==> src/rtl/fetch_unit_pkg.sv <==
// Shared defaults and the fetch-queue entry layout for the superscalar fetch stage.
package fetch_unit_pkg;

    localparam int DEF_ADDR_WIDTH   = 32;
    localparam int DEF_DATA_WIDTH   = 32;
    localparam int DEF_FETCH_WIDTH  = 2;
    localparam int DEF_DECODE_WIDTH = 2;
    localparam int DEF_FQ_DEPTH     = 8;
    localparam logic [DEF_ADDR_WIDTH-1:0] DEF_RESET_PC = 32'h0000_0000;

    typedef struct packed {
        logic [DEF_DATA_WIDTH-1:0] instr;
        logic [DEF_ADDR_WIDTH-1:0] pc;
        logic                      pred_taken;
        logic [DEF_ADDR_WIDTH-1:0] pred_target;
    } fetch_entry_t;

    function automatic int entry_width(input int aw, input int dw);
        return dw + 2 * aw + 1;
    endfunction

endpackage

==> src/rtl/fetch_unit_if.sv <==
// Bundles the imem/BTB request, back-end redirect and decode handshake of the fetch stage.
interface fetch_unit_if
    import fetch_unit_pkg::*;
#(
    parameter int ADDR_WIDTH   = DEF_ADDR_WIDTH,
    parameter int DATA_WIDTH   = DEF_DATA_WIDTH,
    parameter int FETCH_WIDTH  = DEF_FETCH_WIDTH,
    parameter int DECODE_WIDTH = DEF_DECODE_WIDTH,
    parameter int FQ_DEPTH     = DEF_FQ_DEPTH
) ();

    logic [ADDR_WIDTH-1:0]              imem_addr;
    logic [FETCH_WIDTH*DATA_WIDTH-1:0]  imem_data;
    logic [ADDR_WIDTH-1:0]              btb_pc;
    logic [FETCH_WIDTH-1:0]             btb_taken;
    logic [FETCH_WIDTH*ADDR_WIDTH-1:0]  btb_target;
    logic                               redirect_valid;
    logic [ADDR_WIDTH-1:0]              redirect_pc;
    logic [DECODE_WIDTH-1:0]            dec_valid;
    logic [DECODE_WIDTH*DATA_WIDTH-1:0] dec_instr;
    logic [DECODE_WIDTH*ADDR_WIDTH-1:0] dec_pc;
    logic [DECODE_WIDTH-1:0]            dec_pred_taken;
    logic [DECODE_WIDTH*ADDR_WIDTH-1:0] dec_pred_target;
    logic                               dec_ready;
    logic [$clog2(FQ_DEPTH):0]          fq_count;

    modport master (
        output imem_addr, btb_pc, dec_valid, dec_instr, dec_pc,
               dec_pred_taken, dec_pred_target, fq_count,
        input  imem_data, btb_taken, btb_target, redirect_valid,
               redirect_pc, dec_ready
    );

    modport slave (
        input  imem_addr, btb_pc, dec_valid, dec_instr, dec_pc,
               dec_pred_taken, dec_pred_target, fq_count,
        output imem_data, btb_taken, btb_target, redirect_valid,
               redirect_pc, dec_ready
    );

endinterface

==> src/rtl/fetch_unit_queue.sv <==
// Multi-write, multi-read circular FIFO; occupancy alone separates full from empty.
module fetch_queue #(
    parameter int ENTRY_W = 97,
    parameter int DEPTH   = 8,
    parameter int WR_W    = 2,
    parameter int RD_W    = 2,
    localparam int PW     = $clog2(DEPTH),
    localparam int CW     = PW + 1,
    localparam int NW     = $clog2(WR_W) + 1
) (
    input  logic                    clk,
    input  logic                    rst,
    input  logic                    flush_i,
    input  logic [NW-1:0]           wr_cnt_i,
    input  logic [WR_W*ENTRY_W-1:0] wr_data_i,
    input  logic [NW-1:0]           rd_cnt_i,
    output logic [RD_W*ENTRY_W-1:0] rd_data_o,
    output logic [CW-1:0]           count_o
);

    logic [ENTRY_W-1:0] mem_q [DEPTH];
    logic [PW-1:0]      head_q, head_d;
    logic [PW-1:0]      tail_q, tail_d;
    logic [CW-1:0]      count_q, count_d;

    always_comb begin
        head_d  = head_q + PW'(rd_cnt_i);
        tail_d  = tail_q + PW'(wr_cnt_i);
        count_d = count_q + CW'(wr_cnt_i) - CW'(rd_cnt_i);
        if (flush_i) begin
            head_d  = '0;
            tail_d  = '0;
            count_d = '0;
        end
    end

    always_ff @(posedge clk) begin
        if (rst) begin
            head_q  <= '0;
            tail_q  <= '0;
            count_q <= '0;
        end else begin
            head_q  <= head_d;
            tail_q  <= tail_d;
            count_q <= count_d;
        end
    end

    // Storage carries no reset; only occupancy decides what is live.
    always_ff @(posedge clk) begin
        for (int i = 0; i < WR_W; i++) begin
            if (NW'(i) < wr_cnt_i)
                mem_q[tail_q + PW'(i)] <= wr_data_i[i*ENTRY_W +: ENTRY_W];
        end
    end

    always_comb begin
        rd_data_o = '0;
        for (int k = 0; k < RD_W; k++)
            rd_data_o[k*ENTRY_W +: ENTRY_W] = mem_q[head_q + PW'(k)];
    end

    assign count_o = count_q;

endmodule

==> src/rtl/fetch_unit.sv <==
// Fetch stage: PC register, taken-branch group truncation and next-PC, queue handshake gating.
module fetch_unit
    import fetch_unit_pkg::*;
#(
    parameter int ADDR_WIDTH   = DEF_ADDR_WIDTH,
    parameter int DATA_WIDTH   = DEF_DATA_WIDTH,
    parameter int FETCH_WIDTH  = DEF_FETCH_WIDTH,
    parameter int DECODE_WIDTH = DEF_DECODE_WIDTH,
    parameter int FQ_DEPTH     = DEF_FQ_DEPTH,
    parameter logic [ADDR_WIDTH-1:0] RESET_PC = DEF_RESET_PC
) (
    input logic         clk,
    input logic         rst,
    fetch_unit_if.master bus
);

    localparam int LW = $clog2(FETCH_WIDTH) + 1;
    localparam int CW = $clog2(FQ_DEPTH) + 1;
    localparam int EW = entry_width(ADDR_WIDTH, DATA_WIDTH);

    typedef struct packed {
        logic [DATA_WIDTH-1:0] instr;
        logic [ADDR_WIDTH-1:0] pc;
        logic                  pred_taken;
        logic [ADDR_WIDTH-1:0] pred_target;
    } entry_t;

    logic [ADDR_WIDTH-1:0]        pc_q, pc_d, pc_seq, hit_tgt;
    logic [LW-1:0]                grp_len, n_avail, wr_cnt, rd_cnt;
    logic                         hit, space_ok, enq_ok, deq;
    logic [CW-1:0]                count;
    logic [FETCH_WIDTH*EW-1:0]    wr_data;
    logic [DECODE_WIDTH*EW-1:0]   rd_data;
    entry_t                       head_e [DECODE_WIDTH];

    // Group ends at the first predicted-taken slot; its target steers the next fetch.
    always_comb begin
        grp_len = LW'(FETCH_WIDTH);
        hit     = 1'b0;
        hit_tgt = '0;
        for (int i = 0; i < FETCH_WIDTH; i++) begin
            if (!hit && bus.btb_taken[i]) begin
                hit     = 1'b1;
                grp_len = LW'(i + 1);
                hit_tgt = bus.btb_target[i*ADDR_WIDTH +: ADDR_WIDTH];
            end
        end
        pc_seq = pc_q + ADDR_WIDTH'({grp_len, 2'b00});
    end

    // Space check uses pre-dequeue occupancy, so a full queue never bypasses.
    assign space_ok = (CW'(FQ_DEPTH) - count) >= CW'(FETCH_WIDTH);
    assign enq_ok   = !bus.redirect_valid && space_ok;
    assign n_avail  = (count < CW'(DECODE_WIDTH)) ? LW'(count) : LW'(DECODE_WIDTH);
    assign deq      = bus.dec_ready && (n_avail != '0) && !bus.redirect_valid;
    assign wr_cnt   = enq_ok ? grp_len : '0;
    assign rd_cnt   = deq ? n_avail : '0;

    always_comb begin
        wr_data = '0;
        for (int i = 0; i < FETCH_WIDTH; i++)
            wr_data[i*EW +: EW] = {bus.imem_data[i*DATA_WIDTH +: DATA_WIDTH],
                                   pc_q + ADDR_WIDTH'(4 * i),
                                   bus.btb_taken[i],
                                   bus.btb_target[i*ADDR_WIDTH +: ADDR_WIDTH]};
    end

    always_comb begin
        pc_d = pc_q;
        if (bus.redirect_valid)
            pc_d = bus.redirect_pc;
        else if (enq_ok)
            pc_d = hit ? hit_tgt : pc_seq;
    end

    always_ff @(posedge clk) begin
        if (rst)
            pc_q <= RESET_PC;
        else
            pc_q <= pc_d;
    end

    fetch_queue #(
        .ENTRY_W (EW),
        .DEPTH   (FQ_DEPTH),
        .WR_W    (FETCH_WIDTH),
        .RD_W    (DECODE_WIDTH)
    ) u_fq (
        .clk       (clk),
        .rst       (rst),
        .flush_i   (bus.redirect_valid),
        .wr_cnt_i  (wr_cnt),
        .wr_data_i (wr_data),
        .rd_cnt_i  (rd_cnt),
        .rd_data_o (rd_data),
        .count_o   (count)
    );

    always_comb begin
        bus.dec_valid       = '0;
        bus.dec_instr       = '0;
        bus.dec_pc          = '0;
        bus.dec_pred_taken  = '0;
        bus.dec_pred_target = '0;
        for (int k = 0; k < DECODE_WIDTH; k++) begin
            head_e[k] = entry_t'(rd_data[k*EW +: EW]);
            bus.dec_valid[k] = (LW'(k) < n_avail) && !bus.redirect_valid && !rst;
            bus.dec_instr[k*DATA_WIDTH +: DATA_WIDTH]       = head_e[k].instr;
            bus.dec_pc[k*ADDR_WIDTH +: ADDR_WIDTH]          = head_e[k].pc;
            bus.dec_pred_taken[k]                           = head_e[k].pred_taken;
            bus.dec_pred_target[k*ADDR_WIDTH +: ADDR_WIDTH] = head_e[k].pred_target;
        end
    end

    assign bus.imem_addr = pc_q;
    assign bus.btb_pc    = pc_q;
    assign bus.fq_count  = rst ? '0 : count;

endmodule

==> src/flat_wrapper.sv <==
// flat-port wrapper written by rule: the top's interface ports become plain ports
module fetch_unit_flat import fetch_unit_pkg::*;
#(
    parameter int ADDR_WIDTH   = DEF_ADDR_WIDTH,
    parameter int DATA_WIDTH   = DEF_DATA_WIDTH,
    parameter int FETCH_WIDTH  = DEF_FETCH_WIDTH,
    parameter int DECODE_WIDTH = DEF_DECODE_WIDTH,
    parameter int FQ_DEPTH     = DEF_FQ_DEPTH,
    parameter logic [ADDR_WIDTH-1:0] RESET_PC = DEF_RESET_PC
)
  (clk, rst, bus_imem_addr, bus_btb_pc, bus_dec_valid, bus_dec_instr, bus_dec_pc, bus_dec_pred_taken, bus_dec_pred_target, bus_fq_count, bus_imem_data, bus_btb_taken, bus_btb_target, bus_redirect_valid, bus_redirect_pc, bus_dec_ready);
  fetch_unit_if #(.ADDR_WIDTH(ADDR_WIDTH), .DATA_WIDTH(DATA_WIDTH), .FETCH_WIDTH(FETCH_WIDTH), .DECODE_WIDTH(DECODE_WIDTH), .FQ_DEPTH(FQ_DEPTH)) bus_i ();
  input logic clk;
  input logic rst;
  output wire logic [$bits(bus_i.imem_addr)-1:0] bus_imem_addr;
  output wire logic [$bits(bus_i.btb_pc)-1:0] bus_btb_pc;
  output wire logic [$bits(bus_i.dec_valid)-1:0] bus_dec_valid;
  output wire logic [$bits(bus_i.dec_instr)-1:0] bus_dec_instr;
  output wire logic [$bits(bus_i.dec_pc)-1:0] bus_dec_pc;
  output wire logic [$bits(bus_i.dec_pred_taken)-1:0] bus_dec_pred_taken;
  output wire logic [$bits(bus_i.dec_pred_target)-1:0] bus_dec_pred_target;
  output wire logic [$bits(bus_i.fq_count)-1:0] bus_fq_count;
  input wire logic [$bits(bus_i.imem_data)-1:0] bus_imem_data;
  input wire logic [$bits(bus_i.btb_taken)-1:0] bus_btb_taken;
  input wire logic [$bits(bus_i.btb_target)-1:0] bus_btb_target;
  input wire logic [$bits(bus_i.redirect_valid)-1:0] bus_redirect_valid;
  input wire logic [$bits(bus_i.redirect_pc)-1:0] bus_redirect_pc;
  input wire logic [$bits(bus_i.dec_ready)-1:0] bus_dec_ready;
  assign bus_imem_addr = bus_i.imem_addr;
  assign bus_btb_pc = bus_i.btb_pc;
  assign bus_dec_valid = bus_i.dec_valid;
  assign bus_dec_instr = bus_i.dec_instr;
  assign bus_dec_pc = bus_i.dec_pc;
  assign bus_dec_pred_taken = bus_i.dec_pred_taken;
  assign bus_dec_pred_target = bus_i.dec_pred_target;
  assign bus_fq_count = bus_i.fq_count;
  assign bus_i.imem_data = bus_imem_data;
  assign bus_i.btb_taken = bus_btb_taken;
  assign bus_i.btb_target = bus_btb_target;
  assign bus_i.redirect_valid = bus_redirect_valid;
  assign bus_i.redirect_pc = bus_redirect_pc;
  assign bus_i.dec_ready = bus_dec_ready;
  fetch_unit #(.ADDR_WIDTH(ADDR_WIDTH), .DATA_WIDTH(DATA_WIDTH), .FETCH_WIDTH(FETCH_WIDTH), .DECODE_WIDTH(DECODE_WIDTH), .FQ_DEPTH(FQ_DEPTH), .RESET_PC(RESET_PC)) u_core (.clk(clk), .rst(rst), .bus(bus_i));
endmodule
==> config.mk <==
export PLATFORM = sky130hd
export DESIGN_NAME = fetch_unit_flat
export DESIGN_NICKNAME = d
export VERILOG_FILES = /design/src/rtl/fetch_unit_pkg.sv /design/src/rtl/fetch_unit_if.sv /design/src/rtl/fetch_unit_queue.sv /design/src/rtl/fetch_unit.sv /design/src/flat_wrapper.sv
export SDC_FILE = /design/constraint.sdc
export NUM_CORES = 2
export LEC_CHECK = 0
export BUFFER_PORTS_ARGS = -buffer_cell sky130_fd_sc_hd__buf_2
export CAP_MARGIN = 20
export CORE_ASPECT_RATIO = 0.8
export CORE_MARGIN = 10
export CORE_UTILIZATION = 64
export DETAILED_ROUTE_END_ITERATION = 8
export PLACE_DENSITY_LB_ADDON = 0.12
export SLEW_MARGIN = 20
export SYNTH_ARGS = -nofsm -noshare
export SYNTH_HDL_FRONTEND = slang
export SYNTH_SLANG_ARGS = --single-unit
==> constraint.sdc <==
create_clock -name clk -period 15.65 [get_ports clk]
set_input_delay 0.7825 -clock clk [delete_from_list [all_inputs] [get_ports clk]]
set_output_delay 0.7825 -clock clk [all_outputs]
set_load 0.01 [all_outputs]
==> qor.txt <==
=================================================================================
Area inside the core boundary ......................................  0.0756 mm^2
Portion of total power attributed to the clock network .............        0.295
Via count ..........................................................        37.7k
CTS root buffer ....................................................    clkbuf_16
Number of clock sinks ..............................................          818
Hold Path Class .................................................... input pin to flip-flop
Max transition margin ..............................................        0.157
Pin count of the biggest net entering global routing ...............          150
Setup crit end kind ................................................   output pin
Total iterations of the first detailed-routing run .................            7
Drc violations .....................................................            0
Cell-by-cell trace of the critical path ............................ buf_12, buf_4, buf_4, mux4_2, mux2_2, buf_2
Commonest non-fill, non-tap cells in the layout .................... nand2_1 (1767), edfxtp_1 (776), buf_2 (429)
Proportion of total power due to net switching .....................        0.321
Flip-flop and latch count after synthesis ..........................          818
Number of failing hold endpoints at the final stage ................            0
Number of buffers between clock root and the deepest sink ..........            3
Number of warnings printed during yosys synthesis ..................            0
HPWL Detailed ......................................................     97400 um
Post-Syn Nets ......................................................         4547
Die Height .........................................................       267 um
Stage delay of the slowest cell on the critical path ...............      0.89 ns
Die footprint ......................................................  0.0880 mm^2
Number of nets in the layout .......................................         4652
Slowest-stage cell, CP .............................................        buf_4
Number of routed nets with antenna violations ......................            0
Number of global-route vias before repair ..........................        36.3k
First-pass GRT wire length .........................................    241000 um
Initial detailed-routing violation count ...........................         6217
Horizontal die dimension ...........................................       329 um
Cell types occupying the most area after synthesis ................. edfxtp_1 (48%), mux4_2 (18%), nand2_1 (14%)
Power density over the cells .......................................  125 mW/mm^2
Count of pins over their slew limit ................................            0
Area grow syn2layout ...............................................        9.61%
Cell internal power dissipation ....................................      4570 uW
Number of antenna violations at the first check in global routing ..           35
Setup TNS ..........................................................         0 ns
Worst Hold Slack ...................................................     0.438 ns
Sum of buffers and inverters on the critical path ..................            4
Fraction of the yosys area taken by sequential cells ...............        0.493
Global placer's final weighted congestion ..........................        0.993
Clock tree from TritonCTS ..........................................          yes
Setup bufs post-CTS ................................................            0
Max-cap violation count ............................................            0
Hold-fix buffers at CTS ............................................            0
EDFF count, synth ..................................................          776
Mean post-synth cell area ..........................................    11.2 um^2
H-tree depth .......................................................            3
Clock latency of the later-clocked register in the worst-skew pair .      0.67 ns
Commonest non-fill, non-tap cell in the layout .....................      nand2_1
Worst clock skew ...................................................    0.0263 ns
Timing-limited maximum frequency ...................................      180 MHz
Outcome ............................................................    completed
Number of top-level pins ...........................................          430
Net switching power ................................................      2150 uW
Overall overflow remaining after global route ......................            0
Leakage power of the design ........................................    0.0199 uW
Slew @ Worst Pin ...................................................      1.26 ns
Clock-pin slew on the worst setup and hold paths ...................      0.06 ns
Synthesized instance count .........................................         4362
Final routed wire length divided by cell count .....................      29.7 um
Share of Yosys cell area claimed by the top area cell type .........        0.476
Setup-failing EPs final ............................................            0
Data required time at the worst endpoint ...........................     14.87 ns
Port Buffers .......................................................          429
Category of the worst setup path launch point ......................    flip-flop
Fraction of registers with async set/reset .........................            0
Unrepaired setup endpoints after global routing ....................           no
Total CTS buffers ..................................................           84
Area leader, netlist ...............................................     edfxtp_1
Largest delay share family, worst path ............................. buffers and inverters
Time the final worst path needs with I/O delays and setup ..........      5.55 ns
Number of vias per cell after detailed routing .....................         6.77
Final routed wirelength across all metal layers ....................    165000 um
Effective utilization at floorplan .................................        0.648
Crit Path Class .................................................... flip-flop to output pin
Post-synthesis instance area .......................................  0.0489 mm^2
Total routing usage reported by global routing .....................        0.371
Cell seen most often among critical-path stages ....................        buf_4
Post-synth cell types ..............................................           67
Critical Path AT ...................................................      4.77 ns
Post-route fraction of the period consumed by the critical path ....        0.355
Max Fanout on Critical Path ........................................          149
Fraction of final layout cells sized beyond drive strength 1 .......        0.277
Num rows ...........................................................           90
Ys flop type .......................................................     edfxtp_1
Largest voltage drop on the vdd net ................................    0.0922 mV
Register share of total power ......................................        0.433
Share of power burned in combinational logic .......................        0.271
PostCTS Resize Cnt .................................................            0
=================================================================================
[cells by family (layout without fill, tap and decap cells)]
logic type | Yosys count | count (layout) | synth area share
other | 0 | 22 | 0
AOI/OAI and AO/OA | 139 | 139 | 0.0191
xor gates and xnor gates | 249 | 249 | 0.0446
and+or+nand+nor | 2039 | 2039 | 0.165
buffers and inverters | 508 | 677 | 0.0474
DFF | 818 | 818 | 0.493
adders and majority gates | 19 | 19 | 0.00563
muxes | 590 | 590 | 0.225
[flip-flops by register name, indices dropped and copies added, names as in the netlist]
register and cells:
u_core.u_fq.count_o 4, u_core.bus.btb_pc 32, u_core.u_fq.mem_q 776, u_core.u_fq.tail_q 3, u_core.u_fq.head_q 3
[cell type report]
class                           instances  area [um^2]
Sequential cell                       818        24200
Tap cell                             1012         1270
Fill cell                            5308        21900
Antenna cell                           22         55.1
Inverter                               25         93.8
Multi-Input combinational cell       3036        22700
Clock buffer                          111         2290
Clock inverter                         39          340
Timing Repair Buffer                  502         2750
[path summary, 6_finish.rpt]
check                                                  startpoint                                 end  slack [ns]  depth (start not counted)
worst min-delay path                          bus_redirect_pc[12]  u_core.bus.btb_pc[12]$_SDFFE_PP0P_        0.44                          3
worst max-delay path             u_core.u_fq.head_q[0]$_SDFF_PP0_             bus_dec_pred_target[16]       10.10                          6
worst min register to register  u_core.bus.btb_pc[4]$_SDFFE_PP0P_   u_core.bus.btb_pc[4]$_SDFFE_PP0P_        0.63                          2
worst max register to register  u_core.bus.btb_pc[3]$_SDFFE_PP0P_  u_core.u_fq.mem_q[4][63]$_DFFE_PP_       11.60                          6
[cell usage after synthesis (all sizes together) (10+ instances only)]
master,instances
a21oi,32
a221oi,13
and3,10
buf,276
clkbuf,207
dfxtp,42
edfxtp,776
ha,14
inv,25
mux2,194
mux4,388
nand2,1771
nand3,26
nand4,13
nor2,139
nor3,27
nor4,13
o21ai,40
xnor2,192
xor2,57
[power groups by stage]
stage | Sequential (uW) | Combinational [uW] | Clock, uW
global placement | 2930 | 1750 | 0
global route | 2930 | 1910 | 2070
detailed placement | 2940 | 1770 | 0
CTS | 2900 | 1780 | 1980
finish | 2910 | 1820 | 1980
floorplan | 2890 | 1200 | 0
[worst min-delay path: stages]
cell,delay (ns)
buf_2,0.12
inv_1,0.07
a2111oi_2,0.06
[layer usage]
layer	vias up	routed length [um]	global-route usage
li1	15500	-	-
met1	18300	56300	0.492
met2	3364	74500	0.557
met3	506	27600	0.133
met4	30	6520	0.145
met5	-	338	0
[through the flow]
step	setup slack (ns)	std cells	cell area, um^2	utilization	total power (uW)
6_report	10.10	5565	53600	0.710	6720
5_1_grt	9.82	5557	53600	0.710	6910
4_1_cts	10.12	5538	53500	0.708	6660
3_5_place_dp	10.78	5388	50900	0.673	4720
3_3_place_gp	10.85	5388	50900	0.673	4680
2_1_floorplan	6.23	4362	48900	-	4090
(Power assumes the default switching activity.)
